--- src/rtl/fpaddsub_round_arbiter.sv ---
// Round-robin arbiter sharing one IEEE-754 single-precision rounding stage among NREQ
// normalise stages; 2-stage pipeline (capture, round) with per-requester sticky flags.
module fpaddsub_round_arbiter #(
  parameter int NREQ = 4,
  parameter int TW   = 2
) (
  input  logic                 CLK,
  input  logic                 RSTn,
  input  logic [NREQ-1:0]      InValid,
  output logic [NREQ-1:0]      InReady,
  input  logic [NREQ-1:0]      InSgn,
  input  logic [8*NREQ-1:0]    InNormE,
  input  logic [23*NREQ-1:0]   InNormM,
  input  logic [NREQ-1:0]      InR,
  input  logic [NREQ-1:0]      InS,
  input  logic [2*NREQ-1:0]    InMode,
  output logic                 OutValid,
  input  logic                 OutReady,
  output logic [31:0]          OutZ,
  output logic [TW-1:0]        OutTag,
  output logic                 OutInexact,
  output logic                 OutOverflow,
  input  logic                 ClrFlags,
  output logic [NREQ-1:0]      FlagInexact,
  output logic [NREQ-1:0]      FlagOverflow
);

  localparam logic [TW:0]   NREQ_W   = (TW+1)'(NREQ);
  localparam logic [TW-1:0] LAST_IDX = TW'(NREQ-1);

  logic            r_s1_v;
  logic            r_s1_sgn;
  logic [7:0]      r_s1_e;
  logic [22:0]     r_s1_m;
  logic            r_s1_r;
  logic            r_s1_s;
  logic [1:0]      r_s1_mode;
  logic [TW-1:0]   r_s1_tag;
  logic [TW-1:0]   r_ptr;
  logic            r_s2_v;
  logic [31:0]     r_out_z;
  logic [TW-1:0]   r_out_tag;
  logic            r_out_inx;
  logic            r_out_ovf;
  logic [NREQ-1:0] r_flag_inx;
  logic [NREQ-1:0] r_flag_ovf;

  logic            w_adv2;
  logic            w_s1_go;
  logic            w_accept;
  logic            w_found;
  logic            w_xfer;
  logic [TW-1:0]   w_idx;
  logic [TW:0]     w_sum;
  logic [TW-1:0]   w_cand;
  logic [TW-1:0]   w_ptr_nxt;
  logic            w_sel_sgn;
  logic [7:0]      w_sel_e;
  logic [22:0]     w_sel_m;
  logic            w_sel_r;
  logic            w_sel_s;
  logic [1:0]      w_sel_mode;
  logic            w_round_up;
  logic [23:0]     w_rm24;
  logic            w_round_of;
  logic [22:0]     w_mant;
  logic [7:0]      w_exp;
  logic            w_inexact;
  logic            w_ovf;
  logic [NREQ-1:0] w_set_inx;
  logic [NREQ-1:0] w_set_ovf;

  assign w_adv2    = ~r_s2_v | OutReady;
  assign w_s1_go   = r_s1_v & w_adv2;
  assign w_accept  = ~r_s1_v | w_s1_go;
  assign w_xfer    = w_accept & w_found & RSTn;
  assign w_ptr_nxt = (w_idx == LAST_IDX) ? {TW{1'b0}} : w_idx + TW'(1);

  // Scan from the pointer with wrap; the descending loop leaves the nearest requester in w_idx.
  always_comb begin
    w_found = 1'b0;
    w_idx   = {TW{1'b0}};
    w_sum   = {(TW+1){1'b0}};
    w_cand  = {TW{1'b0}};
    for (int k = NREQ-1; k >= 0; k--) begin
      w_sum   = {1'b0, r_ptr} + (TW+1)'(k);
      w_cand  = (w_sum >= NREQ_W) ? TW'(w_sum - NREQ_W) : w_sum[TW-1:0];
      w_found = w_found | InValid[w_cand];
      w_idx   = InValid[w_cand] ? w_cand : w_idx;
    end
  end

  // One-hot grant, also used as the AND-OR select for the operand mux.
  always_comb begin
    InReady    = {NREQ{1'b0}};
    w_sel_sgn  = 1'b0;
    w_sel_e    = 8'd0;
    w_sel_m    = 23'd0;
    w_sel_r    = 1'b0;
    w_sel_s    = 1'b0;
    w_sel_mode = 2'd0;
    for (int i = 0; i < NREQ; i++) begin
      InReady[i] = w_xfer & (w_idx == TW'(i));
      w_sel_sgn  = w_sel_sgn | (InReady[i] & InSgn[i]);
      w_sel_e    = w_sel_e | ({8{InReady[i]}} & InNormE[8*i +: 8]);
      w_sel_m    = w_sel_m | ({23{InReady[i]}} & InNormM[23*i +: 23]);
      w_sel_r    = w_sel_r | (InReady[i] & InR[i]);
      w_sel_s    = w_sel_s | (InReady[i] & InS[i]);
      w_sel_mode = w_sel_mode | ({2{InReady[i]}} & InMode[2*i +: 2]);
    end
  end

  // Rounding datapath; an exponent of FF with carry wraps to 00 without flagging overflow.
  always_comb begin
    case (r_s1_mode)
      2'b00:   w_round_up = r_s1_r & (r_s1_s | r_s1_m[0]);
      2'b01:   w_round_up = (r_s1_r | r_s1_s) & ~r_s1_sgn;
      2'b11:   w_round_up = (r_s1_r | r_s1_s) & r_s1_sgn;
      default: w_round_up = 1'b0;
    endcase
    w_rm24     = {1'b0, r_s1_m} + 24'd1;
    w_round_of = w_round_up & w_rm24[23];
    w_mant     = w_round_up ? w_rm24[22:0] : r_s1_m;
    w_exp      = r_s1_e + {7'd0, w_round_of};
    w_inexact  = r_s1_r | r_s1_s;
    w_ovf      = w_round_of & (r_s1_e == 8'hFE);
  end

  // Flag set vectors for the result entering S2.
  always_comb begin
    w_set_inx = {NREQ{1'b0}};
    w_set_ovf = {NREQ{1'b0}};
    for (int i = 0; i < NREQ; i++) begin
      w_set_inx[i] = w_s1_go & w_inexact & (r_s1_tag == TW'(i));
      w_set_ovf[i] = w_s1_go & w_ovf & (r_s1_tag == TW'(i));
    end
  end

  // S1 capture stage and round-robin pointer.
  always_ff @(posedge CLK or negedge RSTn) begin
    if (!RSTn) begin
      r_s1_v    <= 1'b0;
      r_s1_sgn  <= 1'b0;
      r_s1_e    <= 8'd0;
      r_s1_m    <= 23'd0;
      r_s1_r    <= 1'b0;
      r_s1_s    <= 1'b0;
      r_s1_mode <= 2'd0;
      r_s1_tag  <= {TW{1'b0}};
      r_ptr     <= {TW{1'b0}};
    end else begin
      if (w_accept) begin
        r_s1_v <= w_xfer;
      end
      if (w_xfer) begin
        r_s1_sgn  <= w_sel_sgn;
        r_s1_e    <= w_sel_e;
        r_s1_m    <= w_sel_m;
        r_s1_r    <= w_sel_r;
        r_s1_s    <= w_sel_s;
        r_s1_mode <= w_sel_mode;
        r_s1_tag  <= w_idx;
        r_ptr     <= w_ptr_nxt;
      end
    end
  end

  // S2 output register; holds while stalled.
  always_ff @(posedge CLK or negedge RSTn) begin
    if (!RSTn) begin
      r_s2_v    <= 1'b0;
      r_out_z   <= 32'd0;
      r_out_tag <= {TW{1'b0}};
      r_out_inx <= 1'b0;
      r_out_ovf <= 1'b0;
    end else if (w_s1_go) begin
      r_s2_v    <= 1'b1;
      r_out_z   <= {r_s1_sgn, w_exp, w_mant};
      r_out_tag <= r_s1_tag;
      r_out_inx <= w_inexact;
      r_out_ovf <= w_ovf;
    end else if (w_adv2) begin
      r_s2_v <= 1'b0;
    end
  end

  // Sticky flags: a set in the clearing cycle survives for its bit.
  always_ff @(posedge CLK or negedge RSTn) begin
    if (!RSTn) begin
      r_flag_inx <= {NREQ{1'b0}};
      r_flag_ovf <= {NREQ{1'b0}};
    end else begin
      r_flag_inx <= (ClrFlags ? {NREQ{1'b0}} : r_flag_inx) | w_set_inx;
      r_flag_ovf <= (ClrFlags ? {NREQ{1'b0}} : r_flag_ovf) | w_set_ovf;
    end
  end

  assign OutValid     = r_s2_v;
  assign OutZ         = r_out_z;
  assign OutTag       = r_out_tag;
  assign OutInexact   = r_out_inx;
  assign OutOverflow  = r_out_ovf;
  assign FlagInexact  = r_flag_inx;
  assign FlagOverflow = r_flag_ovf;

endmodule

--- config.mk ---
export PLATFORM = sky130hd
export DESIGN_NAME = fpaddsub_round_arbiter
export DESIGN_NICKNAME = d
export VERILOG_FILES = /design/src/rtl/fpaddsub_round_arbiter.sv
export SDC_FILE = /design/constraint.sdc
export NUM_CORES = 1
export LEC_CHECK = 0
export CORE_MARGIN = 3
export CORE_UTILIZATION = 39
export DETAILED_ROUTE_END_ITERATION = 16
export GPL_TIMING_DRIVEN = 0
export PLACE_DENSITY_LB_ADDON = 0.05
export RECOVER_POWER = 50
export SYNTH_ARGS = -nofsm -noshare
export SYNTH_HDL_FRONTEND = slang
export SYNTH_SLANG_ARGS = --single-unit
--- constraint.sdc ---
create_clock -name CLK -period 2.5 [get_ports CLK]
set_input_delay 0.25 -clock CLK [delete_from_list [all_inputs] [get_ports CLK]]
set_output_delay 0.25 -clock CLK [all_outputs]
set_load 0.01 [all_outputs]
==> out/qor.csv, run 1 <==
stage,metric,value,unit
yosys,syn_inst,505,
floorplan,dieArea,0.0132,mm2
setup_path,arrival,2680,ps
sta,clock_skew,4.24,ps
layout,num-fill-cells,961,
setup_path,crit_fanout,4,
clocking,cts_root_buf,clkbuf_16,
global_routing,grt_first_pass_wirelength,27700,um
power_and_ir_drop,power_density,913,mW/mm2
sta,relSlewSlack,1.74,%
power_and_ir_drop,switchingPower,2620,uW
setup_path,worst_setup_path_start_kind,flip-flop,
sta,slew_violations,0,
sta,rsz0062_at_grt,yes,
layout,fin_nets,885,
clocking,h-tree-depth,3,
sta,setup_viol,0,
power_and_ir_drop,ir_worst_vdd,0.000489,V
setup_path,max_stage_delay,570,ps
setup_path,worstPathRequired,2760,ps
global_routing,groute.usage.overall,27.2,%
detailed_routing,drc,0,
power_and_ir_drop,p_leak,0.00283,uW
yosys,yosysSeqAreaShare,46.7,%
clocking,cts_buffer_depth,2,
global_routing,grt_max_degree,53,
floorplan,start_util,40.2,%
clocking,clkTransAtPathRegs,60,ps
sta,worst_pin_slew,1470,ps
yosys,ys_ff_latch,86,
layout,fin_cells,874,
yosys,synth_flop_cell,dfrtp_1,
job,maxCapViolCount,0,
yosys,avgSynthCellArea,9.13,um2
layout,areaGrowthSynthToFinish,60.2,%
yosys,syn_area,0.00461,mm2
placed_design,dp.final_hpwl,13400,um
layout,diodes,0,
clocking,worstSkewPairLatency,340,ps
layout,layout-drive-gt1-share,9.17,%
detailed_routing,dr.pass1.iters,5,
yosys,synth_area_leaders,"dfrtp_1 47%, a22oi_1 12%, a31oi_1 7.6%, nor2_1 5.0%, clkbuf_1 2.8%",
yosys,syn_nets,664,
global_routing,grt.overflow.total,0,
sta,setup_slack,81.5,ps
placed_design,place.gp.congestion,0.913,
power_and_ir_drop,switching_share,38.9,%
yosys,yosys.area.top_type_share,46.7,%
global_routing,grt_pass1_vias,5211,
power_and_ir_drop,p_seq_share,36.0,%
yosys,ys_async_sr_fraction,100,%
layout,utilization,64.5,%
setup_path,critical_path_class,reg2reg,
setup_path,crit_path_cell_trace,and3b_1 -> or4_4 -> nor4_4 -> ha_2 -> ha_4 -> nand3_1 -> xor2_1 -> o21ai_0,
detailed_routing,routed_wl,17700,um
clocking,cts_buffers,9,
detailed_routing,drt-initial-drc-count,395,
placed_design,dp_cells,849,
sta,finalCriticalPeriod,2420,ps
floorplan,die_x,115,um
floorplan,die_h,115,um
yosys,ys_warn_count,0,
worst_hold_path,hp-class,reg2reg,
power_and_ir_drop,p_int,4130,uW
power_and_ir_drop,p_comb_share,44.0,%
detailed_routing,final_antenna_net_count,0,
detailed_routing,wl_per_cell,20.3,um
placed_design,io_buffer_count,200,
sta,tns,0,ps
power_and_ir_drop,finalPower,6750,uW
power_and_ir_drop,clkPwrFrac,20.0,%
clocking,cts_tree,done,
floorplan,ios,201,
outcome,status,"finished, final reports clean",
floorplan,core_area,0.0115,mm2
yosys,synth_edf_count,0,
sta,finalHoldViolations,0,
setup_path,cp-end-kind,flip-flop,
clocking,clock-sinks,86,
setup_path,critPathSlowestCell,or4_4,
placed_design,pre_cts_slack,-1230,ps
yosys,synth.distinct_cells,39,
detailed_routing,route.vias.total,5047,
sta,fmaxAchievable,413,MHz
floorplan,num_rows,39,
detailed_routing,viasPerCell,5.77,
sta,fin_crit_sh,96.7,%
yosys,yosys.area.top_type,dfrtp_1,
global_routing,antenna_found_initial,0,
==> flip-flops by register name, indices dropped and copies added, names as in the netlist, 2 cells and up <==
signal / count
OutZ: 32
r_s1_m: 23
r_s1_e: 8
FlagInexact: 4
FlagOverflow: 4
OutTag: 2
r_ptr: 2
r_s1_mode: 2
r_s1_tag: 2
==> metal layers <==
| layer | track usage (%) | part of all wire [%] |
|---|---|---|
| met1 | 35.9 | 41 |
| met2 | 44.4 | 49 |
| met3 | 6.05 | 8.1 |
| met4 | 9.31 | 1.9 |
| met5 | 0 | 0 |
==> critical path: cells and delay by family (launching register included) <==
family          cells  cell delay [ps]
xor+xnor            1              160
fa+ha+maj           2              470
simple gates        4             1150
flops               1              400
compound gates      1              150
==> through the flow <==
step           instance area (um2)  hold WS (ps)
6_report                      7390           480
5_1_grt                       7390           496
4_1_cts                       7360           451
3_5_place_dp                  6830           238
3_3_place_gp                  6800           467
2_1_floorplan                 4620         -45.6
==> synthesized netlist by cell type (all sizes together), types with 2 or more instances <==
cell type and n:
and3 5, nor2 61, clkbuf 34, or3 6, buf 4, a21oi 6, nand2 34, and2 5
mux2i 3, nand4b 2, and4 3, o21ai 23, nand2b 5, inv 13, nor4 3, nand4 6
xor2 5, dfrtp 86, mux2 2, xnor2 3, or4 17, a31oi 56, o32ai 4, nor3 2
a22oi 72, nand3 16, ha 7, o31ai 14
==> power by group through the flow <==
stage / clock network [uW] / registers, uW / logic [uW]
6_report: 1350 / 2430 / 2970
5_1_grt: 1430 / 2500 / 3230
4_1_cts: 1350 / 2410 / 2940
3_5_place_dp: 0 / 2430 / 2720
3_3_place_gp: 0 / 2400 / 2680
2_1_floorplan: 0 / 2370 / 1360
==> timing repair <==
action	4_1_cts	5_1_grt
hold buffers	2	0
endpoints found under the setup margin	45	34
pin swaps	8	6
endpoints found under the hold margin	34	0
resized for setup	46	19
setup buffers	8	5
cloned	1	0
==> cells in the final DEF, fill, tap and decap left out, types with 2 or more instances in the layout <==
cell type and count:
clkbuf_1 20, and4_1 3, and3_1 5, a31oi_1 56
a22oi_1 72, a21oi_1 4, or4_4 2, nand4_1 6
xnor2_1 3, xor2_1 5, nor4_1 2, clkbuf_2 9
inv_1 11, o32ai_1 4, or3_1 6, or4_1 15
nand2b_1 5, nand3_1 15, dfrtp_1 83, o21ai_0 23
clkdlybuf4s50_1 172, dlygate4sd3_1 22, and2_1 5, buf_1 2
mux2_2 2, dlygate4sd2_1 3, buf_4 14, nand4b_1 2
mux2i_1 3, clkbuf_16 9, o31ai_1 14, clkbuf_8 4
dfrtp_2 3, nand2_1 34, nor2_1 60, ha_4 5
==> kinds of logic (layout without fill, tap and decap cells) <==
family,count (synthesis),after routing,synth area share [%]
XOR/XNOR,8,8,1.52
AO/OA/AOI/OAI,180,180,26.3
buffers and inverters,51,276,4.34
flip-flops,86,86,46.7
multiplexers,5,5,1.14
AND/OR/NAND/NOR,168,169,18.1
adder cells (fa/ha/maj),7,7,1.90
==> cell type report <==
class / instances / area (um2) / share of cell area (%)
plain buffers: 31 / 166 / 2.25
clock buffers: 13 / 250 / 3.39
flip-flops and latches: 86 / 2160 / 29.2
repair buffers: 216 / 2120 / 28.7
well taps: 143 / 179 / 2.42
inverters: 13 / 52.6 / 0.711
clock inverters: 3 / 43.8 / 0.592
multi-input cells: 369 / 2420 / 32.8
==> worst paths after layout <==
| kind | slack [ps] | depth (start not counted) | startpoint | endpoint |
|---|---|---|---|---|
| worst max register to register | 80 | 8 | r_s1_sgn | OutZ[29] |
| worst max-delay path | 80 | 8 | r_s1_sgn | OutZ[29] |
| max in group asynchronous | 450 | 3 | RSTn | r_ptr[1] |
| worst min-delay path | 480 | 2 | OutTag[0] | OutTag[0] |
| min in group asynchronous | 910 | 3 | RSTn | OutZ[9] |
| worst min register to register | 480 | 2 | OutTag[0] | OutTag[0] |
Note: power is estimated with default switching activity, not from simulation.
==> run 2: changes to the inputs <==
Settings changed: ABC_CLOCK_PERIOD_IN_PS set to 2500, CTS_CLUSTER_DIAMETER set to 30.
==> results of run 2 <==
No change in the layout: final DEF, timing and power equal those of run 1.
==> run 3: changes to the inputs <==
Settings changed: SLEW_MARGIN set to 30.
==> out/qor.csv, run 3 (synthesized netlist as in run 1, its figures left out) <==
stage,metric,value,unit,change
outcome,status,finished with violations,,
outcome,failed_checks,"capacitance limit, slew limit",,
worst_hold_path,min-delay-start,InValid[0],,
setup_path,critical_path.startpoint,InValid[2],,
floorplan,die_h,115,um,unchanged
sta,fmaxAchievable,408,MHz,-1.2%
sta,rsz0062_at_grt,yes,,
detailed_routing,dr.pass1.iters,5,,unchanged
global_routing,grt_pass1_vias,5199,,-0.23%
detailed_routing,route.vias.total,5081,,+0.67%
worst_hold_path,holdPathStages,3,,+1
setup_path,r2r_start,r_s1_mode[0],,
clocking,cts_root_buf,clkbuf_16,,
global_routing,antenna_found_initial,0,,unchanged
sta,finalCriticalPeriod,2450,ps,+29.9 ps
clocking,cts_buffer_depth,2,,unchanged
detailed_routing,final_antenna_net_count,0,,unchanged
sta,finalHoldViolations,0,,unchanged
clocking,cts_buffers,9,,unchanged
layout,final_cell_mix,"192 x clkdlybuf4s50_1, 83 x dfrtp_1, 72 x a22oi_1",,
layout,fin_cells,877,,+0.34%
global_routing,grt_max_degree,51,,-3.8%
layout,diodes,0,,unchanged
setup_path,worst_setup_path_start_kind,primary input,,
sta,clock_skew,7.69,ps,+3.44 ps
setup_path,rr_worst_depth,8,,unchanged
layout,num-fill-cells,959,,-0.21%
job,maxCapViolCount,1,,+1
setup_path,cp-end-kind,primary output,,
detailed_routing,wl_per_cell,20.3,um,+0.11%
setup_path,critical_path_class,in2out,,
global_routing,use_met2,44.6,%,+0.23 points
clocking,h-tree-depth,3,,unchanged
global_routing,busiest_layer,met2,,
floorplan,core_area,0.0115,mm2,unchanged
sta,slew_violations,37,,+37
layout,utilization,64.7,%,+0.24 points
clocking,clkTransAtPathRegs,60,ps,about the same
layout,layout_commonest_cell,clkdlybuf4s50_1,,
layout,design_area,0.00742,mm2,+0.37%
layout,layout-drive-gt1-share,9.54,%,+0.37 points
detailed_routing,viasPerCell,5.79,,+0.33%
global_routing,use_met3,5.26,%,-0.79 points
floorplan,dieArea,0.0132,mm2,unchanged
layout,largest_register_ff_count,32,,unchanged
floorplan,num_rows,39,,unchanged
placed_design,dp_cells,849,,unchanged
sta,fin_crit_sh,97.9,%,+1.2 points
layout,areaGrowthSynthToFinish,60.8,%,
detailed_routing,routed_wl,17800,um,+0.46%
setup_path,worstPathRequired,2250,ps,-510 ps
placed_design,io_buffer_count,200,,unchanged
worst_hold_path,hp-class,in2reg,,
global_routing,grt_use_met1,36.0,%,+0.18 points
placed_design,place.gp.congestion,0.913,,unchanged
placed_design,dp.final_hpwl,13400,um,about the same
clocking,cts_tree,done,,
floorplan,die_x,115,um,unchanged
sta,setup_viol,0,,unchanged
global_routing,grt_first_pass_wirelength,27600,um,about the same
power_and_ir_drop,power_density,917,mW/mm2,+0.49%
detailed_routing,drt-initial-drc-count,455,,+15%
floorplan,ios,201,,unchanged
placed_design,place_area,0.00683,mm2,about the same
global_routing,groute.usage.overall,27.1,%,-0.030 points
sta,relSlewSlack,-7.43,%,-9.2 points
layout,fin_nets,888,,+0.34%
global_routing,grt.overflow.total,0,,unchanged
setup_path,arrival,2200,ps,-480 ps
power_and_ir_drop,ir_worst_vdd,0.000489,V,about the same
power_and_ir_drop,p_leak,0.00283,uW,+0.14%
clocking,clock-sinks,86,,unchanged
setup_path,crit_fanout,10,,+6
clocking,worstSkewPairLatency,340,ps,about the same
floorplan,start_util,40.2,%,unchanged
sta,worst_pin_slew,1610,ps,+135 ps
detailed_routing,drc,0,,unchanged
==> run 3: cell count changes in the layout (fill, tap and decap cells not counted), moves of 2 or more <==
cell and change:
nor2_2 +2, clkdlybuf4s50_1 +20, clkbuf_2 -2, nor2_1 -2
buf_4 +2, dlygate4sd3_1 -20
==> run 3: where the power goes <==
group | switching (uW) | internal (uW)
clock network | 547 | 804
registers | 562 | 1880
logic | 1520 | 1480
total | 2630 | 4170
==> run 3: final timing paths <==
path / to / slack [ps]
worst max-delay path: InReady[1] / 50
worst min register to register: OutInexact / 480
worst max register to register: OutZ[29] / 100
min in group asynchronous: OutZ[9] / 890
worst min-delay path: r_s1_v / 470
max in group asynchronous: r_ptr[1] / 390
==> run 3: cell type report <==
cell class	instances	area [um2]	share of cell area (%)
timing repair buffer	218	2140	28.8
sequential	86	2160	29.1
clock buffer	13	250	3.37
tap	143	179	2.41
multi-input combinational	369	2440	32.8
buffer	32	166	2.24
clock inverter	3	43.8	0.590
inverter	13	48.8	0.658
==> run 3: layer usage <==
metal  vias to the layer above  share of wire [%]
li1                       2378                  -
met1                      2429                 41
met2                       240                 49
met3                        34                8.0
met4                         0                2.5
met5                         -                  0
==> run 3: per-stage QoR <==
step | setup slack (ps) | total power, uW | TNS [ps] | hold WS (ps)
4_1_cts | 1.52 | 6710 | 0 | 454
3_5_place_dp | -1210 | 5150 | -28710 | 173
2_1_floorplan | 7.81 | 3730 | 0 | -45.6
5_1_grt | -47.4 | 7230 | -106 | 490
6_report | 51.6 | 6810 | 0 | 475
3_3_place_gp | -3870 | 5070 | -309940 | 467
==> run 3: what timing repair did <==
item                       4_1_cts  5_1_grt
setup buffers                   11        4
pin swaps                        8        4
resized for setup               44       21
hold endpoints to repair        36        0
setup endpoints to repair       45       35
hold buffers                     2        0
gates cloned                     1        0
==> run 3: critical path, stage by stage <==
cell	delay [ps]
clkdlybuf4s50_1	570
mux2i_1	120
nor2_2	170
nor3_4	60
buf_4	140
buf_4	130
ha_4	170
clkbuf_8	170
and2_1	140
dlygate4sd2_1	270
==> RTL change, RTL diff (config.mk and constraints of run 2) <==
Reset style: synchronous (`RSTn`), changed in 3 clocked blocks.
--- a/src/rtl/fpaddsub_round_arbiter.sv
+++ b/src/rtl/fpaddsub_round_arbiter.sv
@@ -137,7 +137,7 @@
   end
 
   // S1 capture stage and round-robin pointer.
-  always_ff @(posedge CLK or negedge RSTn) begin
+  always_ff @(posedge CLK) begin
     if (!RSTn) begin
       r_s1_v    <= 1'b0;
       r_s1_sgn  <= 1'b0;
@@ -166,7 +166,7 @@
   end
 
   // S2 output register; holds while stalled.
-  always_ff @(posedge CLK or negedge RSTn) begin
+  always_ff @(posedge CLK) begin
     if (!RSTn) begin
       r_s2_v    <= 1'b0;
       r_out_z   <= 32'd0;
@@ -185,7 +185,7 @@
   end
 
   // Sticky flags: a set in the clearing cycle survives for its bit.
-  always_ff @(posedge CLK or negedge RSTn) begin
+  always_ff @(posedge CLK) begin
     if (!RSTn) begin
       r_flag_inx <= {NREQ{1'b0}};
       r_flag_ovf <= {NREQ{1'b0}};
Behaviour: differs if RSTn is asserted again (counterexample within 4 cycles, from zero or initial values and one cycle with RSTn low); with RSTn held inactive, the same outputs for 10 cycles.
==> RTL change against run 2 <==
Design area is 2.7% lower; non-clock buffer count increased by 2; total power is 22% lower; combinational power is 41% lower; sequential power down 23%; synthesized cell count up 5.5%; via count about the same; setup slack gained 10 ps; worst hold slack lost 30 ps; sequential cell count unchanged; synthesized area is 3.7% lower; wire length decreased by 7.9%.
==> RTL change: results (changes against run 2) <==
Worst slew margin 39.8% (was 1.74%); min-delay src FlagOverflow[1]$_SDFF_PN0_ (was OutTag[0]$_DFFE_PN0P_); register area share after synthesis 38.7% (was 46.7%); Root Driver clkbuf_16 (unchanged); Yosys warnings 0 (unchanged); hpwl dp 13,100 um (was 13,400 um); GP Congestion 0.916 (was 0.913); r2r startpoint r_s1_m[0]$_SDFFE_PN0P_ (was r_s1_sgn$_DFFE_PN0P_); number of flip-flops in the largest register 32 (unchanged); status finished clean (unchanged); Net count, final 908 (was 885); layout cells sized above 1 8.09% (was 9.17%); peak supply drop 0.000525 V (was 0.000489 V); Power Internal 3570 uW (was 4130 uW); arrival time at the worst endpoint 2160 ps (was 2680 ps); post-placement cell area 6610 sq um (was 6830 sq um); Comb. pwr 1760 uW (was 2970 uW); Total Routing Usage GR 24.9% (was 27.2%); crit-path max FO 10 (was 4); adder-cell share of the synthesized area 1.97% (was 1.90%); H-tree levels 3 (unchanged); CP startpoint InValid[1] (was r_s1_sgn$_DFFE_PN0P_); via/cell ratio 5.64 (was 5.77); Worst-path clk slew 60 ps (about the same); Net Count, Synth 692 (was 664); antenna fix cells 0 (unchanged); Async SR Flop Fraction 0% (was 100%); Worst Hold Class flip-flop to flip-flop (unchanged); largest cells by area after synthesis dfxtp_1, o21ai_0, a221oi_1, a22o_1, nand3_1 (was dfrtp_1, a22oi_1, a31oi_1, nor2_1, clkbuf_1); IO buf count 199 (was 200); LEAKAGE 0.00268 uW (was 0.00283 uW); initial DRC count 272 (was 395); Synth Area in Compound Gates 29.6% (was 26.3%); Post-synth top cells dfxtp_1, o21ai_0, nand3_1 (was dfrtp_1, a22oi_1, nor2_1, a31oi_1); multiplexer share of the synthesized area 0.451% (was 1.14%); Post-Synth XOR/XNOR Area 4.11% (was 1.52%); DR DRC count 0 (unchanged); Placed Cells 872 (was 849); Max Root-Sink Buffers 2 (unchanged); Via Count 5,046 (was 5,047); Syn Inst Count 533 (was 505); final wirelength 16,300 um (was 17,700 um); clk_skew 5.82 ps (was 4.24 ps); pre-CTS setup slack -924 ps (was -1230 ps); NetSw 1700 uW (was 2620 uW); Clock Latency Late Sink 340 ps (about the same); largest net degree at the start of global routing 15 (was 53); Netlist cell types 50 (was 39); first-pass GRT wire length 25,500 um (was 27,700 um); Num CTS Buffers 9 (unchanged); Post-synth top flop dfxtp_1 (was dfrtp_1); drt pass-1 iters 5 (unchanged); initial antenna violation count 0 (unchanged); Flop+latch power 1880 uW (was 2430 uW)
RTL change: changes by cell type after synthesis, moves of 11 or more:
| cell | before | now |
|---|---|---|
| a21oi_1 | 6 | 23 |
| a221oi_1 | 0 | 36 |
| a22o_1 | 1 | 36 |
| a22oi_1 | 72 | 0 |
| a31oi_1 | 56 | 7 |
| dfrtp_1 | 86 | 0 |
| dfxtp_1 | 0 | 86 |
| nand3_1 | 16 | 56 |
| nor2_1 | 61 | 21 |
| o21ai_0 | 23 | 66 |
| o31ai_1 | 14 | 3 |
| or4_1 | 15 | 4 |
RTL change: what timing repair did:
| action | CTS | global route |
|---|---|---|
| setup endpoints to repair | 40 | 26 |
| hold endpoints to repair | 0 | 0 |
| gates resized for setup | 28 | 18 |
| buffers inserted | 10 | 0 |
| pin swaps | 7 | 0 |
RTL change: per-layer routing:
metal / track usage (%) / wire, um / up-vias
met5: 0 / 0 / -
met4: 8.41 / 374 / 0
met3: 5.56 / 1320 / 22
met2: 42.7 / 7890 / 212
met1: 31.0 / 6730 / 2342
li1: - / - / 2470
RTL change: critical path: stages:
cell,delay (ps)
clkdlybuf4s50_1,470
nand2b_1,180
a21oi_1,180
a211oi_2,50
buf_4,160
buf_4,140
ha_4,160
clkbuf_8,160
and2_1,130
dlygate4sd2_1,280
RTL change: worst paths after layout:
check	end	slack (ps)	cells after the start
setup / recovery	InReady[1]	90	10
hold / removal	FlagOverflow[1]$_SDFF_PN0_	450	2
setup reg to reg	OutZ[29]$_SDFFE_PN0P_	110	10
hold reg to reg	FlagOverflow[1]$_SDFF_PN0_	450	2
RTL change: layout make-up:
cell class,count,area (sq um)
fill,925,3790
inverter,7,26.3
sequential,86,1720
clock inverter,6,134
timing repair buffer,209,2060
clock buffer,10,229
buffer,40,195
multi-input combinational,396,2650
tap,140,175
